$ cat src/rtl/sum_accumulator_if.sv
// sum_accumulator_if: input beat and output result handshakes of sum_accumulator (out_sat exists only with ACC_SAT_EN)
interface sum_accumulator_if #(
    parameter int SWIDTH = 9,
    parameter int AWIDTH = 12
);
    logic              in_valid;
    logic              in_ready;
    logic [SWIDTH-1:0] sum0;
    logic [SWIDTH-1:0] sum1;
    logic              out_valid;
    logic              out_ready;
    logic [AWIDTH-1:0] out_sum;
    logic              out_zero;
    logic [7:0]        beat_cnt;
`ifdef ACC_SAT_EN
    logic              out_sat;
`endif

    modport master (
        output in_valid, sum0, sum1, out_ready,
        input  in_ready, out_valid, out_sum, out_zero, beat_cnt
`ifdef ACC_SAT_EN
        , input out_sat
`endif
    );

    modport slave (
        input  in_valid, sum0, sum1, out_ready,
        output in_ready, out_valid, out_sum, out_zero, beat_cnt
`ifdef ACC_SAT_EN
        , output out_sat
`endif
    );
endinterface

$ cat src/rtl/sum_accumulator.sv
// sum_accumulator: sums COUNT beats of sum0+sum1 into one frame total; ACC_SAT_EN selects saturating adds and out_sat
module sum_accumulator #(
    parameter int SWIDTH = 9,
    parameter int COUNT  = 4,
    parameter int AWIDTH = 12
) (
    input  logic                clk,
    input  logic                rst_n,
    input  logic                flush,
    sum_accumulator_if.slave    bus
);
    typedef enum logic [1:0] {IDLE, ACCUM, HOLD} state_t;

    state_t            state, state_d;
    logic [AWIDTH-1:0] acc, acc_d, out_sum, out_sum_d, res;
    logic [7:0]        cnt, cnt_d;
    logic              out_valid, out_valid_d, out_zero, out_zero_d, take, last;
`ifdef ACC_SAT_EN
    localparam int WW = (AWIDTH > SWIDTH ? AWIDTH : SWIDTH) + 2;
    logic [WW-1:0]     sum_w;
    logic              sat_hit, frame_sat, frame_sat_d, out_sat, out_sat_d;
`endif

    assign bus.in_ready  = (state != HOLD) | bus.out_ready;
    assign bus.out_valid = out_valid;
    assign bus.out_sum   = out_sum;
    assign bus.out_zero  = out_zero;
    assign bus.beat_cnt  = cnt;
`ifdef ACC_SAT_EN
    assign bus.out_sat   = out_sat;
`endif

    // acc is zero outside ACCUM, so acc + beat sum serves the first, middle and final beat alike
`ifdef ACC_SAT_EN
    always_comb begin
        sum_w   = WW'(acc) + WW'(bus.sum0) + WW'(bus.sum1);
        sat_hit = |sum_w[WW-1:AWIDTH];
        res     = sat_hit ? '1 : sum_w[AWIDTH-1:0];
    end
`else
    always_comb res = acc + AWIDTH'(bus.sum0) + AWIDTH'(bus.sum1);
`endif

    assign take = bus.in_valid & bus.in_ready & ~flush;
    assign last = cnt == 8'(COUNT - 1);

    // next state: output handshake first, then flush (which never touches a pending result) or beat acceptance
    always_comb begin
        state_d     = state;
        acc_d       = acc;
        cnt_d       = cnt;
        out_valid_d = out_valid;
        out_sum_d   = out_sum;
        out_zero_d  = out_zero;
`ifdef ACC_SAT_EN
        frame_sat_d = frame_sat;
        out_sat_d   = out_sat;
`endif
        if (state == HOLD && bus.out_ready) begin
            out_valid_d = 1'b0;
            state_d     = IDLE;
        end
        if (flush) begin
            acc_d = '0;
            cnt_d = '0;
            if (state != HOLD) state_d = IDLE;
`ifdef ACC_SAT_EN
            frame_sat_d = 1'b0;
`endif
        end else if (take) begin
            if (last) begin
                out_sum_d   = res;
                out_zero_d  = res == '0;
                out_valid_d = 1'b1;
                acc_d       = '0;
                cnt_d       = '0;
                state_d     = HOLD;
`ifdef ACC_SAT_EN
                out_sat_d   = frame_sat | sat_hit;
                frame_sat_d = 1'b0;
`endif
            end else begin
                acc_d   = res;
                cnt_d   = cnt + 8'd1;
                state_d = ACCUM;
`ifdef ACC_SAT_EN
                frame_sat_d = (cnt == 8'd0) ? sat_hit : (frame_sat | sat_hit);
`endif
            end
        end
    end

    // state and datapath registers; reset drops any partial frame and pending result
    always_ff @(posedge clk or negedge rst_n) begin
        if (!rst_n) begin
            state     <= IDLE;
            acc       <= '0;
            cnt       <= '0;
            out_valid <= 1'b0;
            out_sum   <= '0;
            out_zero  <= 1'b0;
`ifdef ACC_SAT_EN
            frame_sat <= 1'b0;
            out_sat   <= 1'b0;
`endif
        end else begin
            state     <= state_d;
            acc       <= acc_d;
            cnt       <= cnt_d;
            out_valid <= out_valid_d;
            out_sum   <= out_sum_d;
            out_zero  <= out_zero_d;
`ifdef ACC_SAT_EN
            frame_sat <= frame_sat_d;
            out_sat   <= out_sat_d;
`endif
        end
    end
endmodule

$ cat src/flat_wrapper.sv
// flat-port wrapper written by rule: the top's interface ports become plain ports
module sum_accumulator_flat 
#(
    parameter int SWIDTH = 9,
    parameter int COUNT  = 4,
    parameter int AWIDTH = 12
)
  (clk, rst_n, flush, bus_in_valid, bus_sum0, bus_sum1, bus_out_ready, bus_in_ready, bus_out_valid, bus_out_sum, bus_out_zero, bus_beat_cnt);
  sum_accumulator_if #(.SWIDTH(SWIDTH), .AWIDTH(AWIDTH)) bus_i ();
  input  logic clk;
  input  logic rst_n;
  input  logic flush;
  input wire logic [$bits(bus_i.in_valid)-1:0] bus_in_valid;
  input wire logic [$bits(bus_i.sum0)-1:0] bus_sum0;
  input wire logic [$bits(bus_i.sum1)-1:0] bus_sum1;
  input wire logic [$bits(bus_i.out_ready)-1:0] bus_out_ready;
  output wire logic [$bits(bus_i.in_ready)-1:0] bus_in_ready;
  output wire logic [$bits(bus_i.out_valid)-1:0] bus_out_valid;
  output wire logic [$bits(bus_i.out_sum)-1:0] bus_out_sum;
  output wire logic [$bits(bus_i.out_zero)-1:0] bus_out_zero;
  output wire logic [$bits(bus_i.beat_cnt)-1:0] bus_beat_cnt;
  assign bus_i.in_valid = bus_in_valid;
  assign bus_i.sum0 = bus_sum0;
  assign bus_i.sum1 = bus_sum1;
  assign bus_i.out_ready = bus_out_ready;
  assign bus_in_ready = bus_i.in_ready;
  assign bus_out_valid = bus_i.out_valid;
  assign bus_out_sum = bus_i.out_sum;
  assign bus_out_zero = bus_i.out_zero;
  assign bus_beat_cnt = bus_i.beat_cnt;
  sum_accumulator #(.SWIDTH(SWIDTH), .COUNT(COUNT), .AWIDTH(AWIDTH)) u_core (.clk(clk), .rst_n(rst_n), .flush(flush), .bus(bus_i));
endmodule
$ cat config.mk
export PLATFORM = sky130hd
export DESIGN_NAME = sum_accumulator_flat
export DESIGN_NICKNAME = d
export VERILOG_FILES = /design/src/rtl/sum_accumulator_if.sv /design/src/rtl/sum_accumulator.sv /design/src/flat_wrapper.sv
export SDC_FILE = /design/constraint.sdc
export NUM_CORES = 1
export LEC_CHECK = 0
export ABC_AREA = 1
export BUFFER_PORTS_ARGS = -buffer_cell sky130_fd_sc_hd__buf_2
export CAP_MARGIN = 30
export CORE_AREA = 4 4 74 76
export CTS_BUF_LIST = sky130_fd_sc_hd__clkbuf_4 sky130_fd_sc_hd__clkbuf_8 sky130_fd_sc_hd__clkbuf_16
export CTS_CLUSTER_DIAMETER = 80
export DETAILED_ROUTE_END_ITERATION = 7
export DIE_AREA = 0 0 78 80
export PLACE_DENSITY = 0.74
export SLEW_MARGIN = 20
export SYNTH_ARGS = -nofsm -noshare
export SYNTH_HDL_FRONTEND = slang
export SYNTH_SLANG_ARGS = --single-unit
$ cat constraint.sdc
create_clock -name clk -period 2.55 [get_ports clk]
set_clock_uncertainty 0.2 [all_clocks]
set_input_delay 0.6375 -clock clk [delete_from_list [all_inputs] [get_ports clk]]
set_output_delay 0.6375 -clock clk [all_outputs]
set_load 0.01 [all_outputs]
==> results.ini <==
[place]
gp_congestion=0.901
placed_cell_area_um2=2790
port_buffers=45
dpl_worst_slack_ns=-0.421
dp_hpwl_um=4320
dp.cells=409

[power]
peakVddDrop_mv=0.373
p_comb_share_pct=55.7
switching_share_pct=40.8
p_leak_nw=1.53
p_int_mw=1.60
seq_power_share_pct=27.8
clkPwrFrac_pct=16.4
p_sw_mw=1.10
pwr_density_cell_nw_per_um2=910

[final_layout]
fillers=405
num-nets-final=392
multiInputGateArea_um2=1310
drive_above_1_share_pct=33.2
stdcell_count=416
postLayoutCellArea_um2=2970
area_growth_pct=28.0
seq_area_um2=901
fin_util_pct=62.9
antennaDiodeCount=0

[global_routing]
grt_antenna_before_repair=0
grt_pass1_wl_um=9890
grt_max_degree=24
overflow=0
first_global_vias=2170
grt_use_total_pct=20.2

[run_status]
violations=setup timing
status=finished, violations left

[worst_setup_path]
critPathArrivalTime_ns=2.64
path_max_fanout=4
crit_type=in2reg
required_ns=2.58
critPathCaptureType=register
cp-start-kind=input port

[clock_network]
cts_tree=done
cts_root_buffer=clkbuf_8
cts_hold_repair.buffers=0
clk_latency_ns=0.29
clk_path_buf_depth=2
h-tree-depth=2
numCtsBuffers=5
clk_pin_slew_ns=0.07
clock_sinks=36

[logic_synthesis]
synthCells=279
synth_top_cells_by_area=dfrtp_1 39%, nand2_1 10%, fa_1 8.6%, ha_1 5.4%, inv_1 5.0%
syn_nets=322
synth_top_area_cell=dfrtp_1
ys_seq_elements=36
avgSynthCellArea_um2=8.32
netlist_area_um2=2320
synthDistinctLibCells=34
yosys.area.top_type_share_pct=38.8
ys_seq_area_share_pct=38.8
yosysWarnings=0

[sta]
finalHoldViolations=0
hold_ws_ns=0.119
worst_slack_ns=-0.0570
post-route-period-util_pct=102
finalMaxSlewViolations=0
finalWorstPathRequiredPeriod_ns=2.61
setup_viol=4
relSlewSlack_pct=64.7
rsz0062_at_grt=true
fmax_mhz=384
tightest_slew_ns=0.530

[hold_path]
hold_path_class=in2async

[floorplan]
ios=46
die-area_um2=6240
core-area_um2=4720
initial_core_util_pct=49.1
die-height_um=80
die_w_um=78
core.rowCount=25

[drt]
drt_iter0_drc=118
via_per_inst=5.09
vias=2119
first_pass_iters=4
postRouteAntennaNets=0
post_drt_wl_per_cell_um=13.9
finalWirelength_um=5770
drc_errors=0

[run]
drv_cap=0

==> synth_stat cells (all sizes together) <==
cell type and number:
nand2 71, inv 40, dfrtp 36, o21ai 25, nand3 21, nor2 20
fa 10, ha 10, a21oi 7, nand4 7, o22ai 7, xor2 4
a31oi 3, buf 3, nor3 3, clkinv 2, nand3b 2, xnor2 2
a21boi 1, a21o 1, clkbuf 1, o211ai 1, o21a 1, o21bai 1
==> final cells by class <==
type	instances	area share [%]
flip-flops and latches	36	30.3
inverters	42	5.56
multi-input cells	197	44.2
well taps	67	2.82
repair buffers	67	13.8
clock buffers	7	3.24
==> placed cells by master, fill, tap and decap left out, types with 3 or more instances in the layout <==
cell      instances
clkbuf_8          7
a21oi_1           6
ha_1              6
dfrtp_1          36
nand4_1           7
o22ai_1           7
a31oi_1           3
fa_1              9
nand2_1          59
xor2_1            4
nand3_1          16
o21ai_0          15
inv_2            12
o21ai_1           8
buf_2            43
nor2_1           18
inv_1            27
nand2_2          11
ha_4              3
nand3_2           4
buf_4            21
==> registers in the layout, summed over array words and instances, names as in the netlist <==
signal	flops
u_core.bus.out_valid	1
u_core.bus.beat_cnt	8
u_core.bus.out_zero	1
u_core.acc	12
u_core.state	2
u_core.bus.out_sum	12
==> cells by family after synthesis <==
group / after synthesis / share of synthesized area [%]
XOR/XNOR: 6 / 2.26
AND/OR/NAND/NOR: 124 / 25.7
adder cells (fa/ha/maj): 20 / 14.0
buffers and inverters: 46 / 7.98
AO/OA/AOI/OAI: 47 / 11.2
flip-flops: 36 / 38.8
==> per-layer routing <==
metal	routed length, um	up-vias	share of wire (%)	GRT usage (%)
met5	0	-	0	0
met4	94	0	1.6	7.69
met3	287	10	5.0	3.72
met2	2740	60	47	33.0
met1	2650	996	46	26.7
li1	-	1053	-	-
==> repair_timing <==
| action | 4_1_cts | 5_1_grt |
|---|---|---|
| pin swaps | 11 | 10 |
| setup endpoints to repair | 5 | 12 |
| endpoints found under the hold margin | 0 | 0 |
| resized for setup | 6 | 15 |
| setup buffers | 0 | 0 |
==> final timing paths <==
path	cells past startpoint	start	slack [ns]	to
worst max register to register	16	u_core.acc[1]	0.06	u_core.bus.out_zero
worst max-delay path	17	bus_sum1[1]	-0.06	u_core.bus.out_zero
worst min register to register	2	u_core.bus.out_valid	0.28	u_core.bus.out_valid
max in group asynchronous	2	rst_n	1.48	u_core.bus.beat_cnt[6]
worst min-delay path	1	rst_n	0.12	u_core.bus.beat_cnt[0]
min in group clk	2	u_core.bus.out_valid	0.28	u_core.bus.out_valid
==> power groups by stage <==
| stage | Combinational [mW] | Sequential (mW) | Clock (mW) |
|---|---|---|---|
| global placement | 1.32 | 0.760 | 0 |
| global route | 1.68 | 0.769 | 0.478 |
| floorplan | 0.768 | 0.783 | 0 |
| detailed placement | 1.34 | 0.761 | 0 |
| CTS | 1.38 | 0.752 | 0.453 |
| finish | 1.51 | 0.752 | 0.444 |
==> through the flow <==
step	TNS, ns	total power [mW]
final	-0.115	2.70
after CTS	-0.0254	2.58
after detailed placement	-4.92	2.11
after global routing	-0.708	2.93
after global placement	-4.24	2.08
after floorplan	-0.235	1.55
==> critical path: stages <==
cell	delay (ns)
buf_8	0.08
inv_8	0.02
fa_1	0.54
inv_2	0.04
ha_4	0.15
fa_2	0.41
nand2_2	0.08
nand2_2	0.07
nand3_2	0.08
nand2_1	0.05
nand2_1	0.07
nand2_2	0.06
nor2_1	0.08
nand3_1	0.07
nor2_1	0.09
nand2_1	0.05
nand2_1	0.05
Note: power is estimated with default switching activity, not from simulation.
